$ cat src/rtl/pixel_fb_writer_if.sv
// Pixel stream in, framebuffer write port out: the handshake bundle of pixel_fb_writer.
// The slave modport is the writer's view; the master modport drives pixels and accepts writes.
interface pixel_fb_writer_if #(
  parameter int unsigned ADDR_W  = 19,
  parameter int unsigned COLOR_W = 8
);
  logic               pix_valid;
  logic               pix_ready;
  logic [9:0]         pix_x;
  logic [9:0]         pix_y;
  logic [COLOR_W-1:0] pix_color;
  logic               pix_last;
  logic               fb_we;
  logic [ADDR_W-1:0]  fb_addr;
  logic [COLOR_W-1:0] fb_data;
  logic               fb_ready;

  modport slave (
    input  pix_valid, pix_x, pix_y, pix_color, pix_last, fb_ready,
    output pix_ready, fb_we, fb_addr, fb_data
  );

  modport master (
    output pix_valid, pix_x, pix_y, pix_color, pix_last, fb_ready,
    input  pix_ready, fb_we, fb_addr, fb_data
  );
endinterface

$ cat src/rtl/pixel_fb_writer.sv
// Buffers rasterised pixels in a small FIFO, clips off-screen ones, and issues one
// framebuffer write per visible pixel with a hold-until-ready write handshake.
module pixel_fb_writer #(
  parameter int unsigned H_RES      = 640,
  parameter int unsigned V_RES      = 480,
  parameter int unsigned FIFO_DEPTH = 8,
  parameter int unsigned ADDR_W     = 19,
  parameter int unsigned COLOR_W    = 8
) (
  input  logic                    clk,
  input  logic                    reset,
  pixel_fb_writer_if.slave        bus,
  output logic [15:0]             clipped_cnt,
  output logic                    busy,
  output logic                    prim_done
);
  localparam int unsigned PTR_W = (FIFO_DEPTH > 1) ? $clog2(FIFO_DEPTH) : 1;
  localparam int unsigned CNT_W = PTR_W + 1;
  localparam int unsigned ENT_W = 10 + 10 + COLOR_W + 1;

  typedef enum logic [1:0] {S_IDLE, S_CALC, S_WRITE} state_t;

  state_t             r_state, w_state_nxt;
  logic [PTR_W-1:0]   r_wr_ptr, r_rd_ptr;
  logic [CNT_W-1:0]   r_count, w_count_nxt;
  logic [ENT_W-1:0]   r_mem [FIFO_DEPTH];
  logic [ENT_W-1:0]   w_head;
  logic               w_ready, w_push, w_pop;

  logic [9:0]         r_stg_x, r_stg_y;
  logic [COLOR_W-1:0] r_stg_color;
  logic               r_stg_last;

  logic               r_fb_we, w_fb_we_nxt;
  logic [ADDR_W-1:0]  r_fb_addr, w_fb_addr_nxt;
  logic [COLOR_W-1:0] r_fb_data, w_fb_data_nxt;
  logic [15:0]        r_clipped_cnt, w_clipped_nxt;
  logic               r_prim_done, w_prim_nxt;
  logic               r_busy, w_busy_nxt;

  logic [31:0]        w_addr_full;
  logic               w_off_screen;

  // Readiness looks only at the registered count, so a same-cycle pop never frees a slot.
  assign w_ready = (r_count < CNT_W'(FIFO_DEPTH));
  assign w_push  = bus.pix_valid && w_ready;
  assign w_pop   = (r_state == S_IDLE) && (r_count != '0);
  assign w_head  = r_mem[r_rd_ptr];

  always_comb begin
    w_count_nxt = r_count;
    if (w_push && !w_pop) begin
      w_count_nxt = r_count + CNT_W'(1);
    end else if (!w_push && w_pop) begin
      w_count_nxt = r_count - CNT_W'(1);
    end
  end

  always_ff @(posedge clk) begin
    if (w_push) begin
      r_mem[r_wr_ptr] <= {bus.pix_x, bus.pix_y, bus.pix_color, bus.pix_last};
    end
  end

  always_ff @(posedge clk or negedge reset) begin
    if (!reset) begin
      r_wr_ptr <= '0;
      r_rd_ptr <= '0;
      r_count  <= '0;
    end else begin
      if (w_push) r_wr_ptr <= r_wr_ptr + PTR_W'(1);
      if (w_pop)  r_rd_ptr <= r_rd_ptr + PTR_W'(1);
      r_count <= w_count_nxt;
    end
  end

  // Stage registers hold the pixel under evaluation/write.
  always_ff @(posedge clk or negedge reset) begin
    if (!reset) begin
      r_stg_x     <= '0;
      r_stg_y     <= '0;
      r_stg_color <= '0;
      r_stg_last  <= 1'b0;
    end else if (w_pop) begin
      {r_stg_x, r_stg_y, r_stg_color, r_stg_last} <= w_head;
    end
  end

  assign w_addr_full  = (32'(r_stg_y) * 32'(H_RES)) + 32'(r_stg_x);
  assign w_off_screen = (32'(r_stg_x) >= H_RES) || (32'(r_stg_y) >= V_RES);

  always_comb begin
    w_state_nxt   = r_state;
    w_fb_we_nxt   = r_fb_we;
    w_fb_addr_nxt = r_fb_addr;
    w_fb_data_nxt = r_fb_data;
    w_clipped_nxt = r_clipped_cnt;
    w_prim_nxt    = 1'b0;
    case (r_state)
      S_IDLE: begin
        if (r_count != '0) w_state_nxt = S_CALC;
      end
      S_CALC: begin
        if (w_off_screen) begin
          if (r_clipped_cnt != 16'hFFFF) w_clipped_nxt = r_clipped_cnt + 16'd1;
          w_prim_nxt  = r_stg_last;
          w_state_nxt = S_IDLE;
        end else begin
          w_fb_we_nxt   = 1'b1;
          w_fb_addr_nxt = ADDR_W'(w_addr_full);
          w_fb_data_nxt = r_stg_color;
          w_state_nxt   = S_WRITE;
        end
      end
      S_WRITE: begin
        if (bus.fb_ready) begin
          w_fb_we_nxt = 1'b0;
          w_prim_nxt  = r_stg_last;
          w_state_nxt = S_IDLE;
        end
      end
      default: w_state_nxt = S_IDLE;
    endcase
    w_busy_nxt = (w_count_nxt != '0) || (w_state_nxt != S_IDLE);
  end

  always_ff @(posedge clk or negedge reset) begin
    if (!reset) begin
      r_state       <= S_IDLE;
      r_fb_we       <= 1'b0;
      r_fb_addr     <= '0;
      r_fb_data     <= '0;
      r_clipped_cnt <= '0;
      r_prim_done   <= 1'b0;
      r_busy        <= 1'b0;
    end else begin
      r_state       <= w_state_nxt;
      r_fb_we       <= w_fb_we_nxt;
      r_fb_addr     <= w_fb_addr_nxt;
      r_fb_data     <= w_fb_data_nxt;
      r_clipped_cnt <= w_clipped_nxt;
      r_prim_done   <= w_prim_nxt;
      r_busy        <= w_busy_nxt;
    end
  end

  assign bus.pix_ready = w_ready;
  assign bus.fb_we     = r_fb_we;
  assign bus.fb_addr   = r_fb_addr;
  assign bus.fb_data   = r_fb_data;
  assign clipped_cnt   = r_clipped_cnt;
  assign busy          = r_busy;
  assign prim_done     = r_prim_done;
endmodule

$ cat src/flat_wrapper.sv
// flat-port wrapper written by rule: the top's interface ports become plain ports
module pixel_fb_writer_flat 
#(
  parameter int unsigned H_RES      = 640,
  parameter int unsigned V_RES      = 480,
  parameter int unsigned FIFO_DEPTH = 8,
  parameter int unsigned ADDR_W     = 19,
  parameter int unsigned COLOR_W    = 8
)
  (clk, reset, clipped_cnt, busy, prim_done, bus_pix_valid, bus_pix_x, bus_pix_y, bus_pix_color, bus_pix_last, bus_fb_ready, bus_pix_ready, bus_fb_we, bus_fb_addr, bus_fb_data);
  pixel_fb_writer_if #(.ADDR_W(ADDR_W), .COLOR_W(COLOR_W)) bus_i ();
  input  logic clk;
  input  logic reset;
  output logic [15:0] clipped_cnt;
  output logic busy;
  output logic prim_done;
  input wire logic [$bits(bus_i.pix_valid)-1:0] bus_pix_valid;
  input wire logic [$bits(bus_i.pix_x)-1:0] bus_pix_x;
  input wire logic [$bits(bus_i.pix_y)-1:0] bus_pix_y;
  input wire logic [$bits(bus_i.pix_color)-1:0] bus_pix_color;
  input wire logic [$bits(bus_i.pix_last)-1:0] bus_pix_last;
  input wire logic [$bits(bus_i.fb_ready)-1:0] bus_fb_ready;
  output wire logic [$bits(bus_i.pix_ready)-1:0] bus_pix_ready;
  output wire logic [$bits(bus_i.fb_we)-1:0] bus_fb_we;
  output wire logic [$bits(bus_i.fb_addr)-1:0] bus_fb_addr;
  output wire logic [$bits(bus_i.fb_data)-1:0] bus_fb_data;
  assign bus_i.pix_valid = bus_pix_valid;
  assign bus_i.pix_x = bus_pix_x;
  assign bus_i.pix_y = bus_pix_y;
  assign bus_i.pix_color = bus_pix_color;
  assign bus_i.pix_last = bus_pix_last;
  assign bus_i.fb_ready = bus_fb_ready;
  assign bus_pix_ready = bus_i.pix_ready;
  assign bus_fb_we = bus_i.fb_we;
  assign bus_fb_addr = bus_i.fb_addr;
  assign bus_fb_data = bus_i.fb_data;
  pixel_fb_writer #(.H_RES(H_RES), .V_RES(V_RES), .FIFO_DEPTH(FIFO_DEPTH), .ADDR_W(ADDR_W), .COLOR_W(COLOR_W)) u_core (.clk(clk), .reset(reset), .bus(bus_i), .clipped_cnt(clipped_cnt), .busy(busy), .prim_done(prim_done));
endmodule
$ cat config.mk
export PLATFORM = sky130hd
export DESIGN_NAME = pixel_fb_writer_flat
export DESIGN_NICKNAME = d
export VERILOG_FILES = /design/src/rtl/pixel_fb_writer_if.sv /design/src/rtl/pixel_fb_writer.sv /design/src/flat_wrapper.sv
export SDC_FILE = /design/constraint.sdc
export NUM_CORES = 1
export LEC_CHECK = 0
export CORE_MARGIN = 1
export CORE_UTILIZATION = 40
export CTS_CLUSTER_DIAMETER = 40
export DETAILED_ROUTE_END_ITERATION = 16
export GPL_TIMING_DRIVEN = 1
export HOLD_SLACK_MARGIN = 0.05
export SLEW_MARGIN = 20
export SYNTH_ARGS = -nofsm -noshare
export SYNTH_HDL_FRONTEND = slang
export SYNTH_SLANG_ARGS = --single-unit
$ cat constraint.sdc
create_clock -name clk -period 5.6 [get_ports clk]
set_input_delay 0.56 -clock clk [delete_from_list [all_inputs] [get_ports clk]]
set_output_delay 0.56 -clock clk [all_outputs]
set_load 0.02 [all_outputs]
=== Word-level counts from Yosys, hierarchy flattened ===
Memory sizes are Yosys's and may differ from the RTL's. A register that Yosys moved wholly into a read port is not among the register bits.
Index checks and enable logic that the tools add are counted.
Widths: inputs -> output; s select.

* Add/sub/neg operators: 6
* Multiply operators: 1
* Magnitude comparators: 3
* Eq/ne operators: 5
* Multiplexer cells: 14
* Bitwise operators: 1
* Reduce and logical (&&, ||, !) cells: 17

{| class="wikitable"
|+ Operator list
! kind !! number
|-
| $add 19x10->19 || 1
|-
| $add 16x1->16 const B || 1
|-
| $ne 16x16->1 const B || 1
|-
| $mul 10x3->12 const B || 1
|-
| $ge 10x10->1 const B || 1
|-
| $ge 10x9->1 const B || 1
|-
| $mux 4 || 2
|-
| $reduce_bool 4->1 || 2
|-
| $add 3x1->3 const B || 2
|-
| $mux 1 || 6
|-
| $mux 2 || 3
|-
| $pmux 2 s3 || 1
|-
| $reduce_and 3->1 || 2
|-
| $add 4x1->4 const B || 1
|-
| $logic_and 1x1->1 || 4
|-
| $lt 4x4->1 const B || 1
|-
| $ne 2x2->1 const B || 2
|-
| $pmux 1 s2 || 2
|-
| $reduce_bool 2->1 || 2
|-
| $sub 4x1->4 const B || 1
|-
| $logic_not 1->1 || 3
|-
| $eq 2x1->1 const B || 1
|-
| $eq 2x2->1 const B || 1
|-
| $logic_not 2->1 || 1
|-
| 3 further kinds || 4
|}

* Flip-flop bits (word level): 58
* Bits in writable memories: 232
* Bits of input ports: 33
* Output and inout port bits: 47
* Word-level logic and storage cells: 58
* Memories kept: 1

{| class="wikitable"
|+ Memories
! name !! depth !! width !! read ports !! clocked after Yosys merged registers in !! write ports !! RTL line !! text
|-
| u_core.r_mem || 8 || 29 || 1 || 1 || 1 || pixel_fb_writer.sv:26 || <nowiki>logic [ENT_W-1:0] r_mem [FIFO_DEPTH];</nowiki>
|}

=== Depth between registers and ports, before layout ===
* Word-level depth: 8
* Depth in mapped cells: 9
* Depth with buffers taken out: 9

=== Worst setup path before layout ===
Ideal clock, no wire load.

* Path type: register -> register
* Start: register u_core.r_count[3]
* End: memory u_core.r_mem[0][0] (netlist name), enable pin
* Setup time: 0.488 ns
* Data arrival time: 3.588 ns
* Data required time: 5.112 ns
* Slack: 1.524 ns
* Cell stages (with the launch flop): 4
* Path buffers: 0
* Clock period less this slack: 4.076 ns
* Cells stage by stage: dfrtp_1 > inv_1 > nand2_1 > nor4_1

* Word-level cells in the longest chain between the ends: 4

{| class="wikitable"
|+ Ends and longest elaborated chain
! element !! RTL line !! text
|-
| from (decl) || pixel_fb_writer.sv:25 || <nowiki>logic [CNT_W-1:0] r_count, w_count_nxt;</nowiki>
|-
| from (signal assigned) || pixel_fb_writer.sv:73 || <nowiki>r_count <= w_count_nxt;</nowiki>
|-
| $lt 4x4->1 || pixel_fb_writer.sv:45 || <nowiki>assign w_ready = (r_count < CNT_W'(FIFO_DEPTH));</nowiki>
|-
| named net bus_pix_ready || flat_wrapper.sv:23 || <nowiki>output wire logic [$bits(bus_i.pix_ready)-1:0] bus_pix_ready;</nowiki>
|-
| $logic_and 1x1->1 || pixel_fb_writer.sv:46 || <nowiki>assign w_push = bus.pix_valid && w_ready;</nowiki>
|-
| $mux 1 || pixel_fb_writer.sv:60 || <nowiki>if (w_push) begin</nowiki>
|-
| $mux 1 (implied by the code) || pixel_fb_writer.sv:61 || <nowiki>r_mem[r_wr_ptr] <= {bus.pix_x, bus.pix_y, bus.pix_color, bus.pix_last};</nowiki>
|-
| to (decl) || pixel_fb_writer.sv:26 ||
|}

The timed path passes the listed nets, and every way through them passes these cells.

=== Worst setup path in the final report ===
* Start: register u_core.r_stg_y[1], read port of u_core.r_mem
* End: register u_core.r_fb_addr[15], in the netlist u_core.bus.fb_addr[15]

* Word-level cells in the longest chain between the ends: 4
* Elaborated cells on any way between the ends: 6
* Classes of those cells: add/sub (1); mul (1); order compare (1); bitwise (1); reduce/logical (2)

{| class="wikitable"
|+ Ends and longest elaborated chain
! element !! RTL line !! text
|-
| from (decl) || pixel_fb_writer.sv:30 || <nowiki>logic [9:0] r_stg_x, r_stg_y;</nowiki>
|-
| parallel branches: the longest is 4 deep, another holds $add 19x10->19 || - ||
|-
| to (signal assigned) || pixel_fb_writer.sv:139 || <nowiki>r_fb_addr <= w_fb_addr_nxt;</nowiki>
|-
| to (decl) || pixel_fb_writer.sv:35 || <nowiki>logic [ADDR_W-1:0] r_fb_addr, w_fb_addr_nxt;</nowiki>
|}

Several ways; the timed one is not identified.
A chain may end at the register's enable or synchronous reset.

==> impl_summary.txt <==
----------------------------------------------------
[Critical path]
  Crit path arrival time ... 3160 ps
  CP Cell Sequence ... ha_1, ha_1, fa_1, nand3_1, a21oi_1, nor4_4, a21oi_1, or3_1, a31oi_1
  Critical-path cell with the highest stage delay ... sky130_fd_sc_hd__fa_1
  Maximum net fanout on the critical path ... 5
  WS Path Type ... flop to flop
  CP Capture Type ... flop
  Critical path data required time ... 6030 ps
  Crit path largest cell delay ... 440 ps
  Worst Reg-to-Reg Cells ... 9
  Startpoint class of the critical path ... flop

[Clocking]
  Buffer type at the clock tree root ... sky130_fd_sc_hd__clkbuf_16
  Sinks on the clock net ... 319
  Post-CTS Repair Setup Buffers ... 0
  Post-CTS sizing ... 0
  Number of buffers added by the clock tree synthesis step ... 44
  Worst-Skew Late Latency ... 530 ps
  Total number of H-tree levels ... 2
  Clock transition at the registers of the reported paths ... 50 ps
  Maximum clock path buffer count ... 3
  TritonCTS clock tree ... yes
  Quantity of hold-fixing buffers added after cts ... 0

[STA]
  Slack of the critical path ... 2870 ps
  Setup repair after global routing missed its margin ... no
  Upper clock frequency limit ... 366.4 MHz
  Max transition margin ... 0.3549
  Final setup TNS ... 0 ps
  Tightest hold margin ... 55.52 ps
  Measured slew at the worst slew-check pin ... 965.3 ps
  Fin. max-slew vios ... 0
  Setup-violating endpoint count in the final report ... 0
  Post-layout minimum cycle time ... 2730 ps
  Number of failing hold endpoints at the final stage ... 0
  Post-route fraction of the period consumed by the critical path ... 0.4874
  Maximum clock skew at final layout ... 18.14 ps

[Synth]
  Number of nets produced by synthesis ... 842
  Number of flops mapped to enable cells by yosys ... 232
  Post-Synthesis Mean Instance Area ... 16.72 um2
  Ranking of synthesized cells by instance count ... 232 x sky130_fd_sc_hd__edfxtp_1, 113 x sky130_fd_sc_hd__nand2_1, 87 x sky130_fd_sc_hd__dfrtp_1, 58 x sky130_fd_sc_hd__mux4_2, 42 x sky130_fd_sc_hd__o21ai_0
  Count of different cell masters after synthesis ... 61
  Synth async-reset ratio ... 0.2727
  Proportion of synthesized chip area in sequential cells ... 0.7031
  Area share of the leading cell type in the synthesized netlist ... 0.5357
  Most frequently used flop master after synthesis ... sky130_fd_sc_hd__edfxtp_1
  Leading area contributor after synthesis ... sky130_fd_sc_hd__edfxtp_1
  Seq cells post-synth ... 319
  Cells after Synth ... 778
  Post-Syn Area ... 0.01300 mm2
  Biggest area contributors in the synthesized netlist ... sky130_fd_sc_hd__edfxtp_1 54%, sky130_fd_sc_hd__dfrtp_1 17%, sky130_fd_sc_hd__mux4_2 10%
  Most frequent cell after synthesis ... sky130_fd_sc_hd__edfxtp_1
  Yosys warning count ... 0

[Routing]
  Drt first-iter violations ... 393
  Count of nets left with antenna violations after detail routing ... 0
  Vias/cell ... 4.948
  DR DRC count ... 0
  Total routed wirelength ... 24950 um
  Wire per inst ... 18.43 um
  DR pass1 iterations ... 4
  Vias ... 6699

[Cells and area]
  Cell area after layout ... 0.01583 mm2
  Multi-input gate area ... 0.003705 mm2
  Final Net Count ... 949
  Layout cells sized above 1 ... 0.1828
  Final instance count without filler cells ... 1354
  Register area ... 0.009150 mm2
  Number of fill cells ... 2656
  Growth of design area from synthesis to finish ... 21.69%
  N_diodes ... 0

[Floorplanning]
  Die area ... 0.03324 mm2
  Initial cell density of the core ... 0.4090
  IO Count ... 80
  Die height ... 182.3 um
  Core footprint ... 0.03180 mm2
  Row count ... 65
  Die Width ... 182.3 um

[Placed design]
  Weighted congestion reported at the end of routability-driven placement ... 0.7610
  DP Worst Slack ... 2490 ps
  Detailed placement HPWL ... 15420 um
  Placed cell count ... 1274
  Quantity of I/O buffers inserted on ports ... 79
  Placed cell area ... 0.01436 mm2

[Global routing]
  Via count of the first global-routing pass ... 7006
  Global-route usage over all layers ... 0.1573
  Largest net degree at the start of global routing ... 68
  Total congestion overflow ... 0
  Number of antenna violations at the first check in global routing ... 0
  Wire length of the first global-routing pass ... 40010 um

[Power and ir drop]
  Maximum resistive drop on vdd ... 0.2446 mV
  PwrDens ... 578.1 mW/mm2
  Leak pwr ... 5.796 nW

[Outcome]
  Outcome ... finished, final reports clean

[Job]
  Number of max-capacitance violations reported ... 0

[Hold path]
  Path class of the lowest-slack min-delay path ... input port to async pin

----------------------------------------------------
-- per-stage QoR --
step             util  power (mW)
3_5_place_dp   0.4514       6.501
3_3_place_gp   0.4514       6.456
6_report       0.4977       9.150
5_1_grt        0.4977       9.750
2_1_floorplan       -       5.582
4_1_cts        0.4977       9.291
-- cell families (layout without fill, tap and decap cells) --
family	after synthesis	in the layout	share of synthesized area
AND/OR/NAND/NOR	183	183	0.06504
XOR/XNOR	35	35	0.02415
AO/OA/AOI/OAI	76	76	0.03618
flip-flops	319	319	0.7031
multiplexers	87	87	0.1228
adder cells (fa/ha/maj)	33	33	0.03262
buffers and inverters	45	186	0.01616
-- worst max-delay path: cells and delay by family, from the launching register on --
family / cells / cell delay, ps
DFF: 1 / 420
adders and majority gates: 3 / 1000
AOI/OAI and AO/OA: 3 / 410
and+or+nand+nor: 3 / 810
-- layout by cell type (no fill, tap or decap), drive strengths merged, types with 15 or more instances in the layout --
master	synthesis	routed
clkbuf	19	55
nor2	16	16
xnor2	18	18
ha	29	29
dfrtp	87	87
xor2	17	17
o21ai	48	48
nand2	113	113
mux2i	29	29
clkdlybuf4s50	0	78
edfxtp	232	232
buf	13	15
mux4	58	58
-- power by group --
group,switching [mW],internal [mW]
registers,0.341,3.03
logic,1.65,1.38
clock network,0.990,1.76
total,2.98,6.17
-- flip-flops by register name, summed over array words and instances, names as in the netlist --
name,count
u_core.bus.fb_data,8
u_core.busy,1
u_core.bus.fb_we,1
u_core.r_rd_ptr,3
u_core.r_stg_color,8
u_core.bus.fb_addr,19
u_core.r_stg_y,10
u_core.r_wr_ptr,3
u_core.r_stg_x,10
u_core.r_stg_last,1
u_core.r_mem,232
u_core.r_state,2
u_core.clipped_cnt,16
u_core.r_count,4
u_core.prim_done,1
-- per-layer routing --
metal,part of all wire,up-vias,GRT usage
met5,0,-,0
met4,0.022,0,0.04941
met3,0.043,47,0.02834
met2,0.48,143,0.2579
met1,0.46,3325,0.2136
li1,-,3184,-
-- cell type report --
type	instances	share of cell area
sequential	319	0.5781
tap	435	0.03439
clock inverter	25	0.01882
inverter	13	0.003953
timing repair buffer	93	0.05645
clock buffer	55	0.07416
multi-input combinational	414	0.2341
-- path summary, 6_finish.rpt --
path | from | slack (ps) | endpoint
setup / recovery | u_core.r_stg_y[1]$_DFFE_PN0P_ | 2870 | u_core.bus.fb_addr[15]$_DFFE_PN0P_
hold / removal | reset | 60 | u_core.clipped_cnt[12]$_DFFE_PN0P_
setup reg to reg | u_core.r_stg_y[1]$_DFFE_PN0P_ | 2870 | u_core.bus.fb_addr[15]$_DFFE_PN0P_
hold reg to reg | u_core.r_stg_color[0]$_DFFE_PN0P_ | 460 | u_core.bus.fb_data[0]$_DFFE_PN0P_
max in group asynchronous | reset | 4550 | u_core.r_stg_x[9]$_DFFE_PN0P_
min in group clk | u_core.r_stg_color[0]$_DFFE_PN0P_ | 460 | u_core.bus.fb_data[0]$_DFFE_PN0P_
(Power assumes the default switching activity.)
